<file path="src/rtl/visualizer_ctrl.sv">
// Source/half selector for a 32-bit LED visualizer: debounced buttons, refresh
// prescaler, and a manual/auto-scroll FSM choosing which half is shown.
module visualizer_ctrl #(
  parameter int DEBOUNCE_CYCLES = 16,
  parameter int REFRESH_DIV     = 1000,
  parameter int SCROLL_TICKS    = 500
) (
  input  logic        CLK,
  input  logic        RST,
  input  logic [31:0] src0,
  input  logic [31:0] src1,
  input  logic [31:0] src2,
  input  logic [31:0] src3,
  input  logic        btn_next,
  input  logic        btn_half,
  input  logic        auto_en,
  input  logic        freeze,
  output logic [31:0] data_bits,
  output logic        toggle_btn,
  output logic [1:0]  src_sel,
  output logic        refresh_tick
);

  localparam int DB_W = $clog2(DEBOUNCE_CYCLES + 1);
  localparam int PS_W = $clog2(REFRESH_DIV + 1);
  localparam int SC_W = $clog2(SCROLL_TICKS + 1);
  localparam logic [DB_W-1:0] DB_LAST = DB_W'(DEBOUNCE_CYCLES - 1);
  localparam logic [PS_W-1:0] PS_LAST = PS_W'(REFRESH_DIV - 1);
  localparam logic [SC_W-1:0] SC_LAST = SC_W'(SCROLL_TICKS - 1);

  typedef enum logic [1:0] {MANUAL, AUTO_LO, AUTO_HI} state_t;

  // bit 0 = btn_next, bit 1 = btn_half throughout the button path
  logic [1:0]      sync_p0, sync_p1;
  logic [1:0]      level, level_d;
  logic [DB_W-1:0] db_cnt [2];
  logic [1:0]      press;
  logic            next_p, half_p;

  logic [PS_W-1:0] presc;
  logic [SC_W-1:0] scroll, scroll_n;
  state_t          state, state_n;
  logic            toggle_n;
  logic [1:0]      sel_n;

  // Stage p0/p1: two-flop synchronizer, then per-button debounce
  always_ff @(posedge CLK or posedge RST) begin
    if (RST) begin
      sync_p0 <= '0;
      sync_p1 <= '0;
      level   <= '0;
      level_d <= '0;
      for (int i = 0; i < 2; i++) db_cnt[i] <= '0;
    end else begin
      sync_p0 <= {btn_half, btn_next};
      sync_p1 <= sync_p0;
      level_d <= level;
      for (int i = 0; i < 2; i++) begin
        if (sync_p1[i] != level[i]) begin
          if (db_cnt[i] == DB_LAST) begin
            level[i]  <= sync_p1[i];
            db_cnt[i] <= '0;
          end else begin
            db_cnt[i] <= db_cnt[i] + DB_W'(1);
          end
        end else begin
          db_cnt[i] <= '0;
        end
      end
    end
  end

  assign press  = level & ~level_d;
  assign next_p = press[0];
  assign half_p = press[1];

  always_ff @(posedge CLK or posedge RST) begin
    if (RST) presc <= '0;
    else     presc <= (presc == PS_LAST) ? '0 : presc + PS_W'(1);
  end

  assign refresh_tick = (presc == PS_LAST);

  always_ff @(posedge CLK or posedge RST) begin
    if (RST) begin
      state      <= MANUAL;
      scroll     <= '0;
      toggle_btn <= 1'b1;
      src_sel    <= '0;
    end else begin
      state      <= state_n;
      scroll     <= scroll_n;
      toggle_btn <= toggle_n;
      src_sel    <= sel_n;
    end
  end

  // next_p is applied first; state-specific branches only override it where
  // they must, so half_p is naturally discarded when both coincide.
  always_comb begin
    state_n  = state;
    scroll_n = scroll;
    toggle_n = toggle_btn;
    sel_n    = src_sel;
    if (next_p) begin
      sel_n    = src_sel + 2'd1;
      toggle_n = 1'b1;
      scroll_n = '0;
    end
    case (state)
      MANUAL: begin
        if (auto_en) begin
          state_n  = AUTO_LO;
          toggle_n = 1'b1;
          scroll_n = '0;
        end else if (half_p && !next_p) begin
          toggle_n = ~toggle_btn;
        end
      end
      AUTO_LO, AUTO_HI: begin
        if (!auto_en) begin
          state_n = MANUAL;
        end else if (next_p) begin
          state_n = AUTO_LO;
        end else if (refresh_tick) begin
          if (scroll == SC_LAST) begin
            scroll_n = '0;
            state_n  = (state == AUTO_LO) ? AUTO_HI : AUTO_LO;
            toggle_n = (state == AUTO_HI);
          end else begin
            scroll_n = scroll + SC_W'(1);
          end
        end
      end
      default: state_n = MANUAL;
    endcase
  end

  always_ff @(posedge CLK or posedge RST) begin
    if (RST) begin
      data_bits <= '0;
    end else if (!freeze) begin
      case (src_sel)
        2'd0:    data_bits <= src0;
        2'd1:    data_bits <= src1;
        2'd2:    data_bits <= src2;
        default: data_bits <= src3;
      endcase
    end
  end

endmodule

</file>
<file path="config.mk">
export PLATFORM = sky130hd
export DESIGN_NAME = visualizer_ctrl
export DESIGN_NICKNAME = d
export VERILOG_FILES = /design/src/rtl/visualizer_ctrl.sv
export SDC_FILE = /design/constraint.sdc
export NUM_CORES = 1
export LEC_CHECK = 0
export ABC_AREA = 0
export BUFFER_PORTS_ARGS = -buffer_cell sky130_fd_sc_hd__buf_2
export CAP_MARGIN = 25
export CORE_MARGIN = 4
export CORE_UTILIZATION = 25
export DETAILED_ROUTE_END_ITERATION = 16
export GPL_TIMING_DRIVEN = 0
export PLACE_DENSITY = 0.5
export SETUP_SLACK_MARGIN = 0.1
export SLEW_MARGIN = 0
export SYNTH_ARGS = -nofsm -noshare
export SYNTH_HDL_FRONTEND = slang
export SYNTH_SLANG_ARGS = --single-unit
</file>
<file path="constraint.sdc">
create_clock -name CLK -period 2.02 [get_ports CLK]
set_input_delay 0.202 -clock CLK [delete_from_list [all_inputs] [get_ports CLK]]
set_output_delay 0.202 -clock CLK [all_outputs]
set_load 0.01 [all_outputs]
</file>
Word level (Yosys, flattened, before mapping). Cells that the tools add are included.

Register bits: 74. Latch bits: 0. Memory bits (writable): 0. Bits in read-only memories: 0. Input bits: 134. Output and inout port bits: 36. Logic and storage cells: 70. Memories kept: 0.

Add/sub/neg operators: 5. $mul: 0. Div/mod/pow operators: 0. $lt $le $gt $ge: 0. Eq/ne operators: 13. Shift operators: 0. Muxes and demuxes: 28. Bitwise operators: 3. Reduce and logical (&&, ||, !) cells: 8.

Operator list (number): $pmux W32 S3 (1); $mux W9 (6); $mux W5 (4); $pmux W9 S2 (1); $mux W2 (6); $add A10 B1 Y10 const B (1); $add A5 B1 Y5 const B (2); $eq A10 B10 Y1 const B (1); $eq A5 B4 Y1 const B (2); $mux W10 (1); $add A9 B1 Y9 const B (1); $eq A9 B9 Y1 const B (1); $ne A4 B4 Y1 const B (2); $mux W1 (7); $eq A2 B1 Y1 const B (2); $eq A2 B2 Y1 const B (2); $logic_not A2 Y1 (2); $pmux W2 S2 (1); $reduce_and A2 Y1 (2); $reduce_and A3 Y1 (1); $add A2 B1 Y2 const B (1); $and A2 B2 Y2 (1); $ne A1 B1 Y1 (2); $ne A2 B2 Y1 const B (1); 6 further kinds (6).

Longest topological paths before layout.
Depth after elaboration: 8. Depth in mapped cells: 7. Depth with buffers taken out: 7.

Least setup slack after synthesis. Ideal clock, no wire load.

Path kind: register to register. From: register presc[0]. To: register scroll[4]. Library setup time: 87 ps. Data arrival time: 1768 ps. Required time: 1933 ps. Setup slack: 165 ps. Cell stages (with the launch flop): 7. Path buffers: 1. Clock period less this slack: 1855 ps. Cells stage by stage: dfrtp_1 -> ha_1 -> nand4bb_4 -> or3_1 -> clkbuf_2 -> or4_1 -> o211ai_1.

Word-level cells in the longest chain between the ends: 5.

RTL lines: from (decl) (RTL line 40) `logic [PS_W-1:0] presc;`; from (signal assigned) (RTL line 79) `else presc <= (presc == PS_LAST) ? '0 : presc + PS_W'(1);`; $eq A10 B10 Y1 (RTL line 82) `assign refresh_tick = (presc == PS_LAST);`; $mux W9 (RTL line 125) `end else if (refresh_tick) begin`; $mux W9 (RTL line 123) `end else if (next_p) begin`; $mux W9 (RTL line 121) `if (!auto_en) begin`; $pmux W9 S2 (RTL line 110) `case (state)`; named net scroll_n[4] (RTL line 41) `logic [SC_W-1:0] scroll, scroll_n;`; to (signal assigned) (RTL line 92) `scroll <= scroll_n;`; to (decl) (RTL line 41).

The timed path passes the listed nets, and every way through them passes these cells. A chain may end at the register's enable or synchronous reset.

Final worst setup path.
From: register presc[0]. To: register scroll[7].

Same word-level chain as after synthesis.

==> run metrics <==
commonest cells after routing, fill and taps aside buf_2 (169), dfrtp_1 (72), nor2_1 (51); Final Instance Count excl. Fillers 798; max incr delay on CP 0.47 ns; Vias/cell 4.93; FF+latch count, synth 74; Min-Delay Path Depth 3; power per cell area 683 mW/mm2; crit path cell chain ha_4, nand4bb_4, or3_4, buf_6, or4_1, o21ai_1; critical path class reg2reg; GR Util All Layers 13.5%; drt pass-1 iters 6; number of synthesized flops with an enable pin 0; Worst Hold Launch src3[31]; share of layout cells above drive strength 1 39.7%; Num CTS Buffers 9; Cells after Synth 391; FF+latch area 0.00185 mm2; post-route clock period utilization 93.7%; R2R Path End scroll[7]; clk sinks 74; CTS tree done; DIE WIDTH 133 um; YS warnings 0; first-pass GRT wire length 19.5 mm; row count 45; total number of vias 3,936; cell depth of the worst flop-to-flop path 6; worst r2r src presc[0]; routed wl met3 944 um; Final Power 3.81 mW; initial antenna violation count 0; status finished clean; largest net degree at the start of global routing 28; Yosys top cell area share 46.6%; initial core utilization 25.6%; leading cell type in the layout, fill and taps excluded buf_2; global route total overflow 0; Met2 Wirelength 6.07 mm; register area share after synthesis 47.2%; leakage power 2.83 nW; H-tree depth 3; die height 133 um; Crit path arrival time 2.15 ns; root buf cell clkbuf_16; syn avg cell area 10.0 um2; Slew @ Worst Pin 0.544 ns; Hold WS 0.175 ns; Synth Cell Area 0.00392 mm2; Setup violations, final 0; Hold Fails Final Rpt 0; DR DRC count 0; Endpoint, Worst Hold data_bits[31]; worst hold path class in2reg; normalized max-slew margin 63.7%; Iter 0 DRT Violations 187; Multi-input gate area 0.00206 mm2; Final WS setup 0.128 ns; nets 730; crit-path max FO 6; post-route minimum period 1.89 ns; FF-to-FF setup slack 0.13 ns; Final ANT Viol Nets 0; post-DP HPWL 9.75 mm; RSZ-0062 raised after global routing yes; Clock Path Buffers 2; dpl cells 772; Clock Latency Late Sink 0.33 ns; Placer Congestion 0.827; Metal-1 WL 5.13 mm; ys async rst share 100%; Post-Route WL 12.3 mm; distinct cell type count after synthesis 43; largest cells by area after synthesis dfrtp_1 (47%), a222oi_1 (8.2%), a211oi_1 (6.1%); fill count 1,621; pre-CTS setup slack -0.0956 ns; dominant cell type by area after synthesis dfrtp_1; vias in the first global route 3,843; antenna diode count 0; Crit. End Element flip-flop; Startpoint Class flip-flop; syn nets 537; Critical Path RT 2.28 ns; IO Pins 170; Max-Cap Viols 0; Top Layer Used met4; final max-slew violation count 0; Most used DFF post-synth dfrtp_1; WL per Instance 15.5 um; I/O Buffers 168; Crit-path slowest cell or4_1; Synth-to-Final Area Change 42.1%; Clock transition at path regs 0.05 ns; die footprint 0.0178 mm2; Clock Skew 0.00497 ns; Core ar. 0.0153 mm2; maximum vdd drop 365 uV; Achievable Freq 529 MHz; Fin Setup TNS 0 ns
[logic make-up (layout without fill, tap and decap cells)]
logic type | Yosys count | in the layout | synth area share [%]
AO/OA/AOI/OAI | 132 | 132 | 26.1
AND/OR/NAND/NOR | 122 | 122 | 15.5
flip-flops | 74 | 74 | 47.2
buffers and inverters | 34 | 230 | 3.35
XOR/XNOR | 14 | 14 | 3.12
adder cells (fa/ha/maj) | 12 | 12 | 3.83
multiplexers | 3 | 3 | 0.861
[synth_stat cells, drive strengths merged, types with 5 or more instances]
cell     n
and3     7
a222oi  32
nor2b    6
a21oi    8
nand3   14
clkbuf  23
nand2   16
a21o    31
xor2    10
nand2b   5
nor2    52
dfrtp   73
nor3     7
o21ai   14
inv      8
ha      12
a211oi  32
[worst max-delay path by stage]
stage	from	cells after the start	end
floorplan	presc[0]	6	scroll[4]
global placement	presc[0]	5	scroll[0]
detailed placement	presc[0]	5	scroll[0]
CTS	presc[1]	6	scroll[4]
global route	presc[0]	6	scroll[7]
finish	presc[0]	6	scroll[7]
[metrics by stage]
step           util [%]  cell area [um2]
6_report           36.4             5580
2_1_floorplan         -             3930
5_1_grt            36.4             5580
3_5_place_dp       33.1             5070
4_1_cts            35.4             5420
3_3_place_gp       32.9             5030
[cell type report]
| cell class | instances | share of cell area (%) |
|---|---|---|
| Buffer | 26 | 2.24 |
| Clock buffer | 11 | 4.35 |
| Clock inverter | 3 | 0.314 |
| Inverter | 8 | 0.606 |
| Multi-Input combinational cell | 283 | 37.0 |
| Sequential cell | 74 | 33.3 |
| Tap cell | 211 | 4.73 |
| Timing Repair Buffer | 182 | 17.5 |
[state kept, by name, summed over array words and instances (netlist names)]
signal / cells
data_bits: 32
db_cnt: 10
presc: 10
scroll: 9
level: 2
level_d: 2
src_sel: 2
state: 2
sync_p0: 2
sync_p1: 2
toggle_btn: 1
[power by group]
group / switching, mW / internal, mW / leakage [nW] / total, mW
sequential: 0.0652 / 1.59 / 0.940 / 1.65
clock: 0.573 / 0.846 / 0.127 / 1.42
combinational: 0.379 / 0.361 / 1.77 / 0.740
[metal layers]
| layer | global-route usage (%) | up-vias |
|---|---|---|
| met1 | 15.9 | 1883 |
| met4 | 4.00 | 0 |
| met2 | 23.5 | 153 |
| li1 | - | 1879 |
| met3 | 4.46 | 21 |
| met5 | 0 | - |
[what timing repair did]
action / in CTS / in global routing
resized for setup: 12 / 34
hold buffers: 3 / 0
pin swaps: 3 / 8
endpoints found under the setup margin: 26 / 36
buffers inserted: 2 / 7
endpoints found under the hold margin: 24 / 0
[worst max-delay path, delay by kind of cell, from the launching register on]
family | cells | cell delay, ns
fa+ha+maj | 1 | 0.17
flops | 1 | 0.39
buf+inv | 1 | 0.14
compound gates | 1 | 0.12
simple gates | 3 | 1.00
Note: power is estimated with default switching activity, not from simulation.
